## src/rtl/load_store_unit.sv

```systemverilog
// load_store_unit: data-memory access stage behind the ALU.
// One outstanding word-bus op, lane steering, load extension, fault flags.
module load_store_unit #(
  parameter int              XLEN       = 32,
  parameter logic [XLEN-1:0] RESET_ADDR = '0
) (
  input  logic            clk,
  input  logic            rst,
  input  logic            req_valid,
  output logic            req_ready,
  input  logic            req_we,
  input  logic [2:0]      req_funct3,
  input  logic [XLEN-1:0] req_addr,
  input  logic [XLEN-1:0] req_wdata,
  output logic            rd_valid,
  output logic [XLEN-1:0] rd_data,
  output logic            done,
  output logic            misalign,
  output logic            illegal,
  output logic            busy,
  output logic            mem_valid,
  input  logic            mem_ready,
  output logic            mem_we,
  output logic [XLEN-1:0] mem_addr,
  output logic [3:0]      mem_wstrb,
  output logic [XLEN-1:0] mem_wdata,
  input  logic [XLEN-1:0] mem_rdata
);

  typedef enum logic [1:0] {
    IDLE = 2'd0,
    BUS  = 2'd1,
    RESP = 2'd2
  } state_t;

  localparam logic [2:0] F3_B  = 3'b000;
  localparam logic [2:0] F3_H  = 3'b001;
  localparam logic [2:0] F3_W  = 3'b010;
  localparam logic [2:0] F3_BU = 3'b100;
  localparam logic [2:0] F3_HU = 3'b101;

  state_t state;
  state_t state_nx;

  logic            accept;
  logic            bus_done;
  logic            f3_legal;
  logic            need_half;
  logic            need_word;
  logic            addr_misal;
  logic            issue;
  logic [3:0]      st_strb;
  logic [XLEN-1:0] st_data;

  logic            we_q;
  logic [2:0]      f3_q;
  logic [1:0]      off_q;
  logic            mis_q;
  logic            ill_q;

  logic [7:0]      ld_byte;
  logic [15:0]     ld_half;
  logic [XLEN-1:0] ld_ext;

  assign req_ready = (state == IDLE);
  assign busy      = (state != IDLE);
  assign accept    = req_valid && req_ready;
  assign bus_done  = (state == BUS) && mem_ready;
  assign issue     = accept && f3_legal && !addr_misal;

  // Classify funct3 against direction and derive alignment needs.
  always_comb begin
    f3_legal  = 1'b0;
    need_half = 1'b0;
    need_word = 1'b0;
    case (req_funct3)
      F3_B: f3_legal = 1'b1;
      F3_H: begin
        f3_legal  = 1'b1;
        need_half = 1'b1;
      end
      F3_W: begin
        f3_legal  = 1'b1;
        need_word = 1'b1;
      end
      F3_BU: f3_legal = !req_we;
      F3_HU: begin
        f3_legal  = !req_we;
        need_half = 1'b1;
      end
      default: f3_legal = 1'b0;
    endcase
    addr_misal = (need_half && req_addr[0])
              || (need_word && (req_addr[1:0] != 2'b00));
  end

  // Replicate store data across lanes and build byte enables.
  always_comb begin
    st_strb = 4'b0000;
    st_data = '0;
    if (req_we) begin
      case (req_funct3[1:0])
        2'b00: begin
          st_strb = 4'b0001 << req_addr[1:0];
          st_data = {4{req_wdata[7:0]}};
        end
        2'b01: begin
          st_strb = req_addr[1] ? 4'b1100 : 4'b0011;
          st_data = {2{req_wdata[15:0]}};
        end
        2'b10: begin
          st_strb = 4'b1111;
          st_data = req_wdata;
        end
        default: begin
          st_strb = 4'b0000;
          st_data = '0;
        end
      endcase
    end
  end

  // Pick the addressed byte/halfword and extend per latched funct3.
  always_comb begin
    ld_byte = mem_rdata[7:0];
    case (off_q)
      2'd0: ld_byte = mem_rdata[7:0];
      2'd1: ld_byte = mem_rdata[15:8];
      2'd2: ld_byte = mem_rdata[23:16];
      2'd3: ld_byte = mem_rdata[31:24];
      default: ld_byte = mem_rdata[7:0];
    endcase
    ld_half = off_q[1] ? mem_rdata[31:16] : mem_rdata[15:0];
    case (f3_q)
      F3_B:  ld_ext = {{(XLEN-8){ld_byte[7]}}, ld_byte};
      F3_H:  ld_ext = {{(XLEN-16){ld_half[15]}}, ld_half};
      F3_BU: ld_ext = {{(XLEN-8){1'b0}}, ld_byte};
      F3_HU: ld_ext = {{(XLEN-16){1'b0}}, ld_half};
      default: ld_ext = mem_rdata;
    endcase
  end

  // Next-state logic: errors skip the bus and go straight to RESP.
  always_comb begin
    state_nx = state;
    unique case (state)
      IDLE: begin
        if (accept) begin
          state_nx = issue ? BUS : RESP;
        end
      end
      BUS: begin
        if (mem_ready) begin
          state_nx = RESP;
        end
      end
      RESP: state_nx = IDLE;
      default: state_nx = IDLE;
    endcase
  end

  // State register.
  always_ff @(posedge clk) begin
    if (rst) begin
      state <= IDLE;
    end else begin
      state <= state_nx;
    end
  end

  // Latch the accepted op's attributes and fault classification.
  always_ff @(posedge clk) begin
    if (rst) begin
      we_q  <= 1'b0;
      f3_q  <= 3'b000;
      off_q <= 2'b00;
      mis_q <= 1'b0;
      ill_q <= 1'b0;
    end else if (accept) begin
      we_q  <= req_we;
      f3_q  <= req_funct3;
      off_q <= req_addr[1:0];
      ill_q <= !f3_legal;
      mis_q <= f3_legal && addr_misal;
    end
  end

  // Registered bus request, held stable until the bus accepts it.
  always_ff @(posedge clk) begin
    if (rst) begin
      mem_valid <= 1'b0;
      mem_we    <= 1'b0;
      mem_addr  <= RESET_ADDR;
      mem_wstrb <= 4'b0000;
      mem_wdata <= '0;
    end else if (issue) begin
      mem_valid <= 1'b1;
      mem_we    <= req_we;
      mem_addr  <= {req_addr[XLEN-1:2], 2'b00};
      mem_wstrb <= st_strb;
      mem_wdata <= st_data;
    end else if (bus_done) begin
      mem_valid <= 1'b0;
      mem_we    <= 1'b0;
      mem_addr  <= RESET_ADDR;
      mem_wstrb <= 4'b0000;
      mem_wdata <= '0;
    end
  end

  // Capture extended load data; holds across stores and faults.
  always_ff @(posedge clk) begin
    if (rst) begin
      rd_data <= '0;
    end else if (bus_done && !we_q) begin
      rd_data <= ld_ext;
    end
  end

  assign done     = (state == RESP);
  assign rd_valid = done && !we_q && !mis_q && !ill_q;
  assign misalign = done && mis_q;
  assign illegal  = done && ill_q;

endmodule

```

## config.mk

```make
export PLATFORM = sky130hd
export DESIGN_NAME = load_store_unit
export DESIGN_NICKNAME = d
export VERILOG_FILES = /design/src/rtl/load_store_unit.sv
export SDC_FILE = /design/constraint.sdc
export NUM_CORES = 1
export LEC_CHECK = 0
export BUFFER_PORTS_ARGS = -buffer_cell sky130_fd_sc_hd__clkbuf_2
export CELL_PAD_IN_SITES_DETAIL_PLACEMENT = 2
export CELL_PAD_IN_SITES_GLOBAL_PLACEMENT = 2
export CORE_ASPECT_RATIO = 1.1
export CORE_UTILIZATION = 27
export DETAILED_ROUTE_END_ITERATION = 8
export PLACE_DENSITY_LB_ADDON = 0.12
export SLEW_MARGIN = 20
export SYNTH_ARGS = -nofsm -noshare
export SYNTH_HDL_FRONTEND = slang
export SYNTH_SLANG_ARGS = --single-unit
export TNS_END_PERCENT = 1
```

## constraint.sdc

```tcl
create_clock -name clk -period 2.1 [get_ports clk]
set_input_delay 0.63 -clock clk [delete_from_list [all_inputs] [get_ports clk]]
set_output_delay 0.63 -clock clk [all_outputs]
set_load 0.005 [all_outputs]
```

== Word-level counts from Yosys, hierarchy flattened ==
Index checks and enable logic that the tools add are counted.

* Bits in registers: 110
* Bits of input ports: 104
* Word-level logic and storage cells: 85

* Reduce and logical (&&, ||, !) cells: 32
* Shift-type cells: 1
* Equal/unequal tests: 16
* Multiplexer cells: 24

{| class="wikitable"
|+ Operator list
! kind !! number
|-
| $mux 32 || 5
|-
| $pmux 32 s4 || 1
|-
| $pmux 32 s3 || 1
|-
| $pmux 8 s4 || 1
|-
| $mux 16 || 1
|-
| $mux 4 || 4
|-
| $logic_and 1x1->1 || 13
|-
| $eq 3x3->1 const B || 4
|-
| $pmux 4 s3 || 1
|-
| $eq 2x2->1 const B || 4
|-
| $eq 2x1->1 const B || 3
|-
| $eq 3x1->1 const B || 2
|-
| $logic_not 1->1 || 6
|-
| $logic_not 2->1 || 3
|-
| $logic_not 3->1 || 2
|-
| $mux 2 || 3
|-
| $reduce_bool 2->1 || 3
|-
| $mux 1 || 5
|-
| $pmux 2 s2 || 1
|-
| $reduce_or 2->1 || 2
|-
| $shl 1x2->4 const A || 1
|-
| $eq 3x2->1 const B || 1
|-
| $reduce_or 3->1 || 1
|-
| $ne 2x1->1 const B || 1
|-
| other kinds (4) || 4
|}

== Longest topological paths before layout ==
* Depth after elaboration: 10
* Mapped depth: 7
* Mapped depth without buffers: 4

== Worst setup path after synthesis ==
Ideal clock, no wire load.

* Path kind: input -> register
* Start: in mem_rdata[31]
* End: reg rd_data[20]
* Arrival time: 1.669 ns
* Cell stages on the path: 5
* Setup time: 0.136 ns
* Path slack: 0.295 ns
* Path through: mux4_2 > and2_4 > o21ai_4 > buf_6 > a211oi_1

* Longest elaborated chain between the ends: 2
* Elaborated cells between the ends (all ways): 3
* Classes of those cells: mux (3)

{| class="wikitable"
|+ RTL lines
! item !! RTL line !! RTL
|-
| start, declared || 27 || <nowiki>input logic [XLEN-1:0] mem_rdata</nowiki>
|-
| $pmux 8 s4 or $mux 16 (tied branches) || 126, 133 ||
|-
| $pmux 32 s4 * || 134 || <nowiki>case (f3_q)</nowiki>
|-
| end signal, assigned || 216 || <nowiki>rd_data <= ld_ext;</nowiki>
|-
| end, declared || 16 || <nowiki>output logic [XLEN-1:0] rd_data,</nowiki>
|}

Mark *: on every way between the ends. The rest lies on a longest branch, timed or not.
A chain may end at the register's enable or synchronous reset.

== Final worst setup path ==
* Start: reg state[0]
* End: out rd_valid

* Longest elaborated chain between the ends: 4

{| class="wikitable"
|+ RTL lines
! item !! RTL line !! RTL
|-
| start, declared || 42 || <nowiki>state_t state;</nowiki>
|-
| start signal, assigned || 167 || <nowiki>state <= state_nx;</nowiki>
|-
| $eq 2x2->1 || 220 || <nowiki>assign done = (state == RESP);</nowiki>
|-
| $logic_and 1x1->1 (3 in a row) || 221 || <nowiki>assign rd_valid = done && !we_q && !mis_q && !ill_q;</nowiki>
|-
| end, declared || 15 || <nowiki>output logic rd_valid,</nowiki>
|}

No other way between the ends.

==> tab_implementation.tex <==
\begin{tabular}{lr}
\hline
Metric & Value \\
\hline
\multicolumn{2}{l}{\textbf{Status}} \\
\quad Status & finished, final reports clean \\
\multicolumn{2}{l}{\textbf{Synthesis}} \\
\quad Count leader, synth & sky130\_fd\_sc\_hd\_\_dfxtp\_1 \\
\quad Yosys warns & 0 \\
\quad Dominant synthesized flop cell & sky130\_fd\_sc\_hd\_\_dfxtp\_1 \\
\quad Synth unique cells & 51 \\
\quad Ys async rst share & 0 \\
\quad Number of flops mapped to enable cells by yosys & 0 \\
\quad FF+latch count, synth & 110 \\
\quad Post-Syn Instances & 617 \\
\quad Top post-synthesis cells by area & sky130\_fd\_sc\_hd\_\_dfxtp\_1, sky130\_fd\_sc\_hd\_\_nand2\_1, sky130\_fd\_sc\_hd\_\_o21ai\_0, sky130\_fd\_sc\_hd\_\_nand4b\_1, sky130\_fd\_sc\_hd\_\_mux2i\_1 \\
\quad Total standard cell area after synthesis & 5220 sq um \\
\quad Syn\_area\_per\_cell & 8.46 sq um \\
\quad Fraction of post-synthesis cell area in the top cell type by area & 0.422 \\
\quad Cell type with the largest total area after synthesis & sky130\_fd\_sc\_hd\_\_dfxtp\_1 \\
\quad Part of the Yosys area used for sequential elements & 0.422 \\
\quad Most frequent cells after synthesis & sky130\_fd\_sc\_hd\_\_dfxtp\_1, sky130\_fd\_sc\_hd\_\_nand2\_1, sky130\_fd\_sc\_hd\_\_o21ai\_0 \\
\multicolumn{2}{l}{\textbf{Setup path}} \\
\quad Reg2Reg Setup Slack & 0.27 ns \\
\quad RR Startpoint & state[0] \\
\quad Kind of start point of the critical path & flop \\
\quad Worst EP arrival & 1.37 ns \\
\quad Source of the critical timing path & state[0] \\
\quad Type of the setup path with the least slack & reg2out \\
\quad Reg2Reg Capture Point & rd\_data[12] \\
\quad CP endpoint kind & output pin \\
\quad Endpoint of the most critical setup path & rd\_valid \\
\quad Required time at the endpoint of the critical path & 1.47 ns \\
\quad Path depth of the worst reg2reg path & 4 \\
\quad Biggest fanout along the worst timing path & 8 \\
\multicolumn{2}{l}{\textbf{STA}} \\
\quad Setup TNS after final layout & 0 ns \\
\quad Rel. slew slack & 0.652 \\
\quad Least-Margin Pin Slew & 0.519 ns \\
\quad Final hold slack & 0.458 ns \\
\quad Setup repair after global routing missed its margin & false \\
\quad Time the final worst path needs with I/O delays and setup & 2.00 ns \\
\quad Count of final setup violators & 0 \\
\quad Achievable clock frequency & 0.501 GHz \\
\quad Final Cycle Share & 0.951 \\
\quad Number of hold violations in the final report & 0 \\
\quad Worst clock skew & 0.00720 ns \\
\quad Final-report max-slew violation count & 0 \\
\quad Final critical-path setup slack & 0.103 ns \\
\multicolumn{2}{l}{\textbf{Placement}} \\
\quad Quantity of I/O buffers inserted on ports & 209 \\
\quad DP HPWL & 14600 microns \\
\quad Dpl ws & -0.00130 ns \\
\quad Routability congestion estimate from global placement & 0.809 \\
\multicolumn{2}{l}{\textbf{GRT}} \\
\quad Overall Global Routing Usage & 0.200 \\
\quad Maximum number of pins on one net before global-route repair & 52 \\
\quad Number of global-route vias before repair & 5790 \\
\quad Wire length of the first global-routing pass & 31100 microns \\
\quad Initial antenna violation count & 1 \\
\quad Overflow left after global routing & 0 \\
\multicolumn{2}{l}{\textbf{Power}} \\
\quad Leakage power & 2.90 nW \\
\quad Cell Pwr Density & 685 nW/um\^{}2 \\
\quad Worst VDD drop & 0.377 mV \\
\quad Final Total Pwr & 4.67 mW \\
\multicolumn{2}{l}{\textbf{Clocking}} \\
\quad Number of H-tree levels & 3 \\
\quad Max Root-Sink Buffers & 2 \\
\quad Clk\_lat worst skew & 0.36 ns \\
\quad Hold Buf Count CTS & 0 \\
\quad Number of buffers inserted to repair setup after CTS & 0 \\
\quad Worst-path clk slew & 0.08 ns \\
\quad Cell at the root of the clock tree & sky130\_fd\_sc\_hd\_\_clkbuf\_16 \\
\quad \# clock sinks & 110 \\
\quad TritonCTS buffer count & 9 \\
\quad Resize count post-CTS & 2 \\
\quad Clock tree from TritonCTS & built \\
\multicolumn{2}{l}{\textbf{Floorplan}} \\
\quad Top Ports & 212 \\
\quad Placeable core region & 18700 sq um \\
\quad Die ar. & 19900 sq um \\
\quad Die span in y & 148 microns \\
\quad Width of the die & 135 microns \\
\quad Initial core utilization & 0.280 \\
\quad Num rows & 52 \\
\multicolumn{2}{l}{\textbf{Cells and area}} \\
\quad Area growth from synthesis to layout & 30.7\% \\
\quad Total number of nets in the final design & 903 \\
\quad Share of post-route cells with drive strength above 1 & 0.341 \\
\quad Layout Utilization & 0.366 \\
\quad Antenna cell count & 0 \\
\multicolumn{2}{l}{\textbf{Run}} \\
\quad Max-capacitance violation count & 0 \\
\multicolumn{2}{l}{\textbf{Detailed routing}} \\
\quad Vias after detailed routing & 5406 \\
\quad Final WL & 19600 microns \\
\quad Number of DRC violations after detailed routing & 0 \\
\quad Number of vias per cell & 5.16 \\
\quad Mean routed wirelength per cell & 18.7 microns \\
\quad Total iterations of the first detailed-routing run & 4 \\
\quad Number of DRC violations after detailed-routing iteration 0 & 161 \\
\quad Number of routed nets with antenna violations & 0 \\
\multicolumn{2}{l}{\textbf{Min path}} \\
\quad Worst hold-check path type & reg2reg \\
\quad Hold path start & mem\_addr[29] \\
\hline
\end{tabular}
## power by group
group | internal [mW] | switching (mW)
registers | 2.17 | 0.0574
clock network | 0.810 | 0.849
logic | 0.336 | 0.456
## routing by layer
layer  GRT usage  vias to the layer above  routed length, microns
li1            -                     2578                       -
met4      0.0708                        0                     370
met5           0                        -                       0
met2       0.347                      141                    9590
met1       0.240                     2668                    8450
met3      0.0470                       19                    1210
## worst min-delay path by stage
stage	slack (ns)	cells past startpoint	endpoint
after global placement	0.44	2	mem_addr[25]
after detailed placement	0.45	1	mem_we
after global routing	0.48	2	mem_addr[27]
after CTS	0.46	2	mem_addr[29]
after floorplan	0.44	2	mem_addr[23]
final	0.46	2	mem_addr[29]
## placed cells by master, fill, tap and decap left out, types with 3 or more instances in the layout
cell type / count
sky130_fd_sc_hd__a21o_1: 4
sky130_fd_sc_hd__dfxtp_1: 110
sky130_fd_sc_hd__o221ai_1: 7
sky130_fd_sc_hd__a21oi_1: 30
sky130_fd_sc_hd__inv_1: 4
sky130_fd_sc_hd__buf_4: 15
sky130_fd_sc_hd__clkbuf_2: 209
sky130_fd_sc_hd__a22o_1: 20
sky130_fd_sc_hd__clkbuf_16: 9
sky130_fd_sc_hd__nor2_1: 40
sky130_fd_sc_hd__a22oi_1: 3
sky130_fd_sc_hd__nand3b_1: 7
sky130_fd_sc_hd__nand3_1: 14
sky130_fd_sc_hd__a31o_2: 7
sky130_fd_sc_hd__and3_1: 7
sky130_fd_sc_hd__nor2b_1: 9
sky130_fd_sc_hd__o21ai_1: 10
sky130_fd_sc_hd__nand2_1: 90
sky130_fd_sc_hd__nand4_1: 16
sky130_fd_sc_hd__nand4b_1: 30
sky130_fd_sc_hd__mux2i_1: 21
sky130_fd_sc_hd__a211oi_1: 24
sky130_fd_sc_hd__o21ai_0: 58
sky130_fd_sc_hd__clkinv_2: 3
sky130_fd_sc_hd__and2_1: 6
sky130_fd_sc_hd__buf_12: 8
sky130_fd_sc_hd__and2b_1: 3
sky130_fd_sc_hd__nand2b_1: 8
## sequential cells by signal (all words and copies together) (netlist names)
signal,cells
mem_we,1
mem_wdata,32
rd_data,32
off_q,2
mem_addr,30
we_q,1
f3_q,3
ill_q,1
mem_valid,1
mem_wstrb,4
state,2
mis_q,1
## cell type report
class	instances	area, sq um
repair buffers	232	1320
fillers	2178	11800
inverters	5	18.8
clock inverters	7	47.5
multi-input cells	441	2710
clock buffers	9	225
flip-flops and latches	110	2200
well taps	243	304
## logic make-up after synthesis
logic type,after synthesis,share of synthesized area
and+or+nand+nor,244,0.251
DFF,110,0.422
AOI/OAI and AO/OA,173,0.216
other,1,0.000718
muxes,22,0.0446
buffers and inverters,67,0.0666
## worst max-delay path, cell delays in order, from the launching register on
cell                       delay, ns
sky130_fd_sc_hd__dfxtp_1        0.40
sky130_fd_sc_hd__nor2b_2        0.19
sky130_fd_sc_hd__nor4b_2        0.24
sky130_fd_sc_hd__clkbuf_2       0.18
## per-stage QoR
stage                     cell area, sq um  instances
after floorplan                       5230        618
after CTS                             6830       1047
after global placement                6550       1031
final                                 6830       1047
after detailed placement              6550       1031
after global routing                  6830       1047
Power figures use the tool's default switching activity.
